===== src/rtl/alu_serial_pkg.sv =====
// Shared operation codes, FSM encoding and helpers for the bit-serial ALU sequencer.
package alu_serial_pkg;

   localparam logic [2:0] OP_MOV  = 3'b000;
   localparam logic [2:0] OP_NOT  = 3'b001;
   localparam logic [2:0] OP_NAND = 3'b011;
   localparam logic [2:0] OP_NOR  = 3'b100;
   localparam logic [2:0] OP_ADD  = 3'b110;
   localparam logic [2:0] OP_SUB  = 3'b101;

   typedef enum logic [1:0] {
      ST_IDLE = 2'd0,
      ST_RUN  = 2'd1,
      ST_DONE = 2'd2
   } state_t;

   // Operations whose carry chain is meaningful; logic ops force carry to 0.
   function automatic logic is_arith(input logic [2:0] sel);
      return (sel == OP_ADD) || (sel == OP_SUB);
   endfunction

endpackage


===== src/rtl/alu_slice_1b.sv =====
// Combinational 1-bit ALU slice; SUB inverts b here so the controller only seeds carry-in.
module alu_slice_1b
   import alu_serial_pkg::*;
(
   input  logic       a,
   input  logic       b,
   input  logic       c_in,
   input  logic [2:0] sel,
   output logic       out,
   output logic       c_out
);

   logic b_eff;

   assign b_eff = (sel == OP_SUB) ? ~b : b;

   always_comb begin
      out   = a;
      c_out = 1'b0;
      case (sel)
         OP_NOT:  out = ~a;
         OP_NAND: out = ~(a & b);
         OP_NOR:  out = ~(a | b);
         OP_ADD,
         OP_SUB: begin
            out   = a ^ b_eff ^ c_in;
            c_out = (a & b_eff) | (c_in & (a ^ b_eff));
         end
         default: out = a;
      endcase
   end

endmodule


===== src/rtl/alu_serial_ctrl.sv =====
// Bit-serial ALU sequencer: one slice, LSB first, valid/ready on both sides.
// Optional res_zero/res_ovf outputs are built when ALU_SERIAL_FLAGS_EN is defined.
module alu_serial_ctrl
   import alu_serial_pkg::*;
#(
   parameter int unsigned WIDTH = 8
) (
   input  logic             clk,
   input  logic             rst,
   input  logic             op_valid,
   output logic             op_ready,
   input  logic [WIDTH-1:0] op_a,
   input  logic [WIDTH-1:0] op_b,
   input  logic [2:0]       op_sel,
   output logic             res_valid,
   input  logic             res_ready,
   output logic [WIDTH-1:0] res_data,
   output logic             res_cout,
   output logic             busy
`ifdef ALU_SERIAL_FLAGS_EN
   ,
   output logic             res_zero,
   output logic             res_ovf
`endif
);

   localparam int unsigned CNT_W = $clog2(WIDTH);

   state_t           state;
   logic [WIDTH-1:0] a_sh;
   logic [WIDTH-1:0] b_sh;
   logic [WIDTH-1:0] res_sh;
   logic [2:0]       sel_q;
   logic [CNT_W-1:0] cnt;
   logic             carry_q;
   logic             slice_out;
   logic             slice_cout;

   alu_slice_1b u_slice (
      .a     (a_sh[0]),
      .b     (b_sh[0]),
      .c_in  (carry_q),
      .sel   (sel_q),
      .out   (slice_out),
      .c_out (slice_cout)
   );

   assign res_data = res_sh;
   assign res_cout = carry_q;

   always_ff @(posedge clk) begin
      if (rst) begin
         state     <= ST_IDLE;
         op_ready  <= 1'b1;
         res_valid <= 1'b0;
         busy      <= 1'b0;
         a_sh      <= '0;
         b_sh      <= '0;
         res_sh    <= '0;
         sel_q     <= OP_MOV;
         cnt       <= '0;
         carry_q   <= 1'b0;
`ifdef ALU_SERIAL_FLAGS_EN
         res_zero  <= 1'b0;
         res_ovf   <= 1'b0;
`endif
      end else begin
         case (state)
            ST_IDLE: begin
               if (op_valid) begin
                  a_sh     <= op_a;
                  b_sh     <= op_b;
                  sel_q    <= op_sel;
                  cnt      <= CNT_W'(WIDTH - 1);
                  carry_q  <= (op_sel == OP_SUB);
                  state    <= ST_RUN;
                  op_ready <= 1'b0;
                  busy     <= 1'b1;
               end
            end
            ST_RUN: begin
               a_sh    <= {1'b0, a_sh[WIDTH-1:1]};
               b_sh    <= {1'b0, b_sh[WIDTH-1:1]};
               res_sh  <= {slice_out, res_sh[WIDTH-1:1]};
               carry_q <= is_arith(sel_q) ? slice_cout : 1'b0;
               cnt     <= cnt - CNT_W'(1);
               if (cnt == '0) begin
                  state     <= ST_DONE;
                  res_valid <= 1'b1;
`ifdef ALU_SERIAL_FLAGS_EN
                  // carry_q is the carry into the MSB on this final edge
                  res_zero  <= ({slice_out, res_sh[WIDTH-1:1]} == '0);
                  res_ovf   <= is_arith(sel_q) & (carry_q ^ slice_cout);
`endif
               end
            end
            ST_DONE: begin
               if (res_ready) begin
                  state     <= ST_IDLE;
                  res_valid <= 1'b0;
                  busy      <= 1'b0;
                  op_ready  <= 1'b1;
               end
            end
            default: state <= ST_IDLE;
         endcase
      end
   end

endmodule


===== config.mk =====
export PLATFORM = sky130hd
export DESIGN_NAME = alu_serial_ctrl
export DESIGN_NICKNAME = d
export VERILOG_FILES = /design/src/rtl/alu_serial_pkg.sv /design/src/rtl/alu_slice_1b.sv /design/src/rtl/alu_serial_ctrl.sv
export SDC_FILE = /design/constraint.sdc
export NUM_CORES = 1
export LEC_CHECK = 0
export ABC_AREA = 1
export CAP_MARGIN = 20
export CORE_MARGIN = 5
export CORE_UTILIZATION = 45
export DETAILED_ROUTE_END_ITERATION = 16
export PLACE_DENSITY = 0.79
export SLEW_MARGIN = 40
export SYNTH_ARGS = -nofsm -noshare
export SYNTH_HDL_FRONTEND = slang
export SYNTH_SLANG_ARGS = --single-unit
export TNS_END_PERCENT = 30

===== constraint.sdc =====
create_clock -name clk -period 1.58 [get_ports clk]
set_input_delay 0.237 -clock clk [delete_from_list [all_inputs] [get_ports clk]]
set_output_delay 0.237 -clock clk [all_outputs]
set_load 0.01 [all_outputs]

# ---- Word-level counts from Yosys, hierarchy flattened
# Cells that the tools add are included.
dict set report totals {
  ram_bits 0
  rom_bits 0
  out_inout_bits 12
  register_bits 36
  latch_bits 0
  wordCells 69
  mem_count 0
}
dict set report op_classes {
  n_eq_ne 11
  multipliers 0
  magnitude_cmp 0
  shift 0
  div_mod_pow 0
  n_reduce_logical 12
  muxes 24
  bitwise 11
  addsub 1
}
# operator n
set ops {}
lappend ops {{one-hot mux 8 bit (2 select lines)} 2}
lappend ops {{two-way mux 8 bit} 2}
lappend ops {{== test 3 bit (second input constant)} 4}
lappend ops {{two-way mux 1 bit} 9}
lappend ops {{AND reduction 3 bit} 3}
lappend ops {{one-hot mux 1 bit (2 select lines)} 4}
lappend ops {{two-way mux 2 bit} 3}
lappend ops {{inequality test 2 bit (second input constant)} 3}
lappend ops {{one-hot mux 2 bit (3 select lines)} 1}
lappend ops {{one-hot mux 3 bit (2 select lines)} 1}
lappend ops {{nonzero test 2 bit} 3}
lappend ops {{NOT 1 bit} 4}
lappend ops {{one-hot mux 1 bit (4 select lines)} 1}
lappend ops {{AND reduction 2 bit} 2}
lappend ops {{AND 1 bit} 3}
lappend ops {{== test 3 x 1 -> 1 bit (second input constant)} 1}
lappend ops {{== test 3 x 2 -> 1 bit (second input constant)} 1}
lappend ops {{zero test 3 bit} 1}
lappend ops {{two-way mux 3 bit} 1}
lappend ops {{subtractor 3 x 1 -> 3 bit (second input constant)} 1}
lappend ops {{== test 2 x 1 -> 1 bit (second input constant)} 1}
lappend ops {{== test 2 bit (second input constant)} 1}
lappend ops {{zero test 2 bit} 1}
lappend ops {{OR 1 bit} 2}
lappend ops {{3 further kinds} 4}

# ---- Logic depth before layout (Yosys ltp)
dict set report depth {
  depth_word 8
  depth_mapped 9
  ltp_nobuf 9
}

# ---- Hierarchy
# From an unflattened synthesis, not the netlist that was laid out.
dict set report unflattened {
  cells_unflattened 239
  hier_area_um2 1635.3
}
# mod seq_area_each_um2 area_each_um2 n_inst cells_each
set modules_own_cells {}
lappend modules_own_cells {alu_serial_ctrl 720.7 1510.2 1 216}
lappend modules_own_cells {alu_slice_1b 0.0 125.1 1 23}

# ---- Least setup slack after synthesis
# Ideal clock, no wire load.
dict set report synth_path {
  kind {flip-flop to flip-flop}
  start {register sel_q[0]}
  end {register res_sh[7], in the netlist res_data[7]}
  path_stages_with_launch 10
  slack_ps 15
  path_buffers 0
  arrival_time_ps 1495
  setup_ps 70
  path_cell_list {dfxtp_1 inv_1 nor3_1 xor2_1 fa_1 inv_1 nand2_1 nand3_1 nand2_1 a21oi_1}
}
dict set report synth_via {
  elab_chain_len 5
}
# element line
set synth_lines {}
lappend synth_lines {{start: declaration} alu_serial_ctrl.sv:33} ;# logic [2:0] sel_q;
lappend synth_lines {{start signal: assignment} alu_serial_ctrl.sv:73} ;# sel_q <= op_sel;
lappend synth_lines {{== test 3 bit} {alu_slice_1b.sv:15, alu_slice_1b.sv:20}}
lappend synth_lines {{two-way mux 1 bit} alu_slice_1b.sv:15} ;# assign b_eff = (sel == OP_SUB) ? ~b : b;
lappend synth_lines {{bitwise XOR 1 bit (2 in series)} alu_slice_1b.sv:26} ;# out = a ^ b_eff ^ c_in;
lappend synth_lines {{one-hot mux 1 bit (4 select lines) *} alu_slice_1b.sv:20} ;# case (sel)
lappend synth_lines {{end signal: assignment} alu_serial_ctrl.sv:84} ;# res_sh <= {slice_out, res_sh[WIDTH-1:1]};
lappend synth_lines {{end: declaration} alu_serial_ctrl.sv:32} ;# logic [WIDTH-1:0] res_sh;
# Every way passes the cells marked *; elsewhere a longest branch is shown, timed or not.
# A chain may end at the register's enable or synchronous reset.

# ---- Final worst setup path
# Same ends and word-level chain as after synthesis.

==> impl_metrics.json <==
{
  "vias": 1431,
  "whs_endpoint": "busy",
  "slew_violations": 0,
  "ys_warn_count": 0,
  "yosysTopAreaCell": "dfxtp_1",
  "tightest_slew_ns": 0.296,
  "p_sw_uw": 755,
  "placed_cells": 285,
  "worstPathMaxFanout": 2,
  "pre_cts_slack_ns": -0.101,
  "synth_edf_count": 0,
  "area_delta_synth_final_pct": 27.0,
  "totalWireLength_mm": 3.36,
  "htree_levels": 2,
  "fillers": 328,
  "clk_path_buf_depth": 2,
  "grtUsageTotal_pct": 15.0,
  "p_comb_share_pct": 29.0,
  "rsz0062_at_grt": "true",
  "path_clk_slew_ns": 0.10,
  "fin_ws_ns": -0.0552,
  "routed_via_density": 4.90,
  "p_int_uw": 1620,
  "finalSetupTns_ns": -0.0552,
  "cts_setup_buffers": 0,
  "power.leakage_uw": 0.000852,
  "fp.dieArea_sq_um": 4910,
  "dieWidth_microns": 70.1,
  "worst_clock_skew_ns": 0.00619,
  "gp_congestion": 0.752,
  "yosysSeqAreaShare_pct": 44.4,
  "pwr-share-clk_pct": 23.0,
  "pwr-share-seq_pct": 48.0,
  "diodes": 0,
  "worstReg2RegStart": "sel_q[0]",
  "finalCritPeriodShare_pct": 103,
  "postCtsHoldBufs": 0,
  "io_pins": 35,
  "syn_avg_cell_area_sq_um": 7.85,
  "violations": "negative setup slack",
  "synth_cell_types": 26,
  "cts_buffers": 5,
  "max_cap_violations": 0,
  "start_util_pct": 47.5,
  "hold_viol": 0,
  "clockRootBuffer": "clkbuf_4",
  "synth_fp_nets": 233,
  "swShare_pct": 31.8,
  "end_kind": "flop",
  "yosysTopAreaCellShare_pct": 44.4,
  "cts_tree": "yes",
  "r2r_cells": 9,
  "async_flop_share_pct": 0,
  "overflow": 0,
  "insertion_delay_ns": 0.34,
  "final.min_clock_period_ns": 1.64,
  "clock.fmax_ghz": 0.612,
  "cp_data_arrival_time_ns": 1.92,
  "design_area_sq_um": 2060,
  "hp-start": "busy",
  "synth_cells": 207,
  "synth.area.top_cells": "dfxtp_1 44%, nand2_1 11%, o21ai_0 9.6%, a31oi_1 5.8%, nor2_1 4.4%",
  "drtPass1Iterations": 4,
  "fin_nets": 272,
  "num_rows": 21,
  "min-delay-path-class": "reg -> reg",
  "status": "complete, but fails checks",
  "placed_cell_area_sq_um": 1990,
  "grt_pass1_wl_mm": 6.04,
  "grt_pass1_vias": 1400,
  "drc": 0,
  "postRouteAntennaNets": 0,
  "layout-drive-gt1-share_pct": 11.4,
  "core_sq_um": 3420,
  "synth_ff_type": "dfxtp_1",
  "syn_area_sq_um": 1620,
  "detail_route.iter0.violations": 87,
  "path_class": "reg -> reg",
  "clock_sinks": 36,
  "stdcell_count": 292,
  "reg2reg_to": "res_data[7]",
  "synth_seq_cells": 36,
  "routedWlPerCell_microns": 11.5,
  "ir_worst_vdd_v": 0.000659,
  "die_h_microns": 70.1,
  "slew_headroom_pct": 80.2,
  "yosysMostFrequentCell": "nand2_1",
  "antenna_found_initial": 0,
  "cp-start-kind": "flop",
  "grt_max_degree": 35,
  "ys_top_cells_by_count": "47 x nand2_1, 36 x dfxtp_1, 31 x o21ai_0, 19 x nor2_1, 17 x inv_1",
  "r2r_setup_slack_ns": -0.06,
  "setup_violations": 1,
  "min_path_cells": 2,
  "final_util_pct": 60.4,
  "critPathRequiredTime_ns": 1.86,
  "power.density_nw_per_um2": 1150,
  "hpwl_mm": 2.28,
  "io_buffers": 34
}
-- state kept, by name, indices dropped and copies added (netlist names) --
signal,flops
a_sh,8
b_sh,8
res_data,8
cnt,3
sel_q,3
state,2
busy,1
op_ready,1
res_cout,1
res_valid,1
-- power by group through the flow --
stage / logic [uW] / registers [uW] / clock network [uW]
2_1_floorplan: 486 / 1170 / 0
3_3_place_gp: 675 / 1160 / 0
3_5_place_dp: 692 / 1160 / 0
4_1_cts: 698 / 1140 / 557
5_1_grt: 793 / 1160 / 593
6_report: 689 / 1140 / 547
-- metrics by stage --
stage          total power (uW)  hold WS, ns
4_1_cts                    2400        0.452
3_3_place_gp               1830        0.439
3_5_place_dp               1850        0.441
6_report                   2380        0.454
5_1_grt                    2550        0.456
2_1_floorplan              1660        0.306
-- cell families after synthesis --
kind of cell / Yosys count / synth area share, %
compound gates: 57 / 19.0
simple gates: 78 / 20.8
fa+ha+maj: 3 / 2.77
flops: 36 / 44.4
buf+inv: 31 / 11.9
xor+xnor: 2 / 1.08
-- layout by cell type, fill, tap and decap left out, types with 2 or more instances in the layout --
cell type / n
a21oi_1: 9
a31oi_1: 15
buf_4: 8
clkbuf_4: 5
clkbuf_8: 2
clkdlybuf4s50_1: 34
dfxtp_1: 34
dfxtp_2: 2
ha_1: 2
inv_1: 15
inv_2: 4
nand2_1: 47
nand2_4: 2
nand3_1: 5
nor2_1: 19
o21ai_0: 31
xor2_1: 2
-- how the worst max path moves through the flow --
stage	from	end	slack [ns]
6_report	sel_q[0]	res_data[7]	-0.06
5_1_grt	sel_q[0]	res_data[7]	-0.16
2_1_floorplan	sel_q[0]	res_data[7]	0.01
4_1_cts	sel_q[2]	res_data[7]	-0.07
3_3_place_gp	sel_q[0]	res_data[7]	-0.009
3_5_place_dp	sel_q[0]	res_data[7]	-0.10
-- final cells by class --
cell class	instances	area [sq um]	share of cell area, %
timing repair buffer	43	420	20.4
tap	46	57.6	2.79
clock buffer	7	65.1	3.15
inverter	20	82.6	4.00
sequential	36	723	35.1
multi-input combinational	140	714	34.6
-- critical path, cell delays in order, from the launching register on --
cell and delay (ns):
dfxtp_2 0.35, inv_2 0.04, nor3_2 0.18, xor2_1 0.21, fa_1 0.44, inv_1 0.07, nand2_1 0.06, nand3_1 0.08
nand2_1 0.05, a21oi_1 0.10
-- layer usage --
metal  vias up  share of wire, %  track usage (%)
met4         0               2.1             7.02
met5         -                 0                0
met1       635                45             18.4
met2        30                46             23.8
li1        759                 -                -
met3         7               6.5             4.88
-- timing repair --
action / CTS / global route
cloned: 0 / 0
pin swaps: 3 / 3
endpoints found under the setup margin: 1 / 3
resized for setup: 4 / 1
No activity file was read; power rests on OpenSTA's default activity.
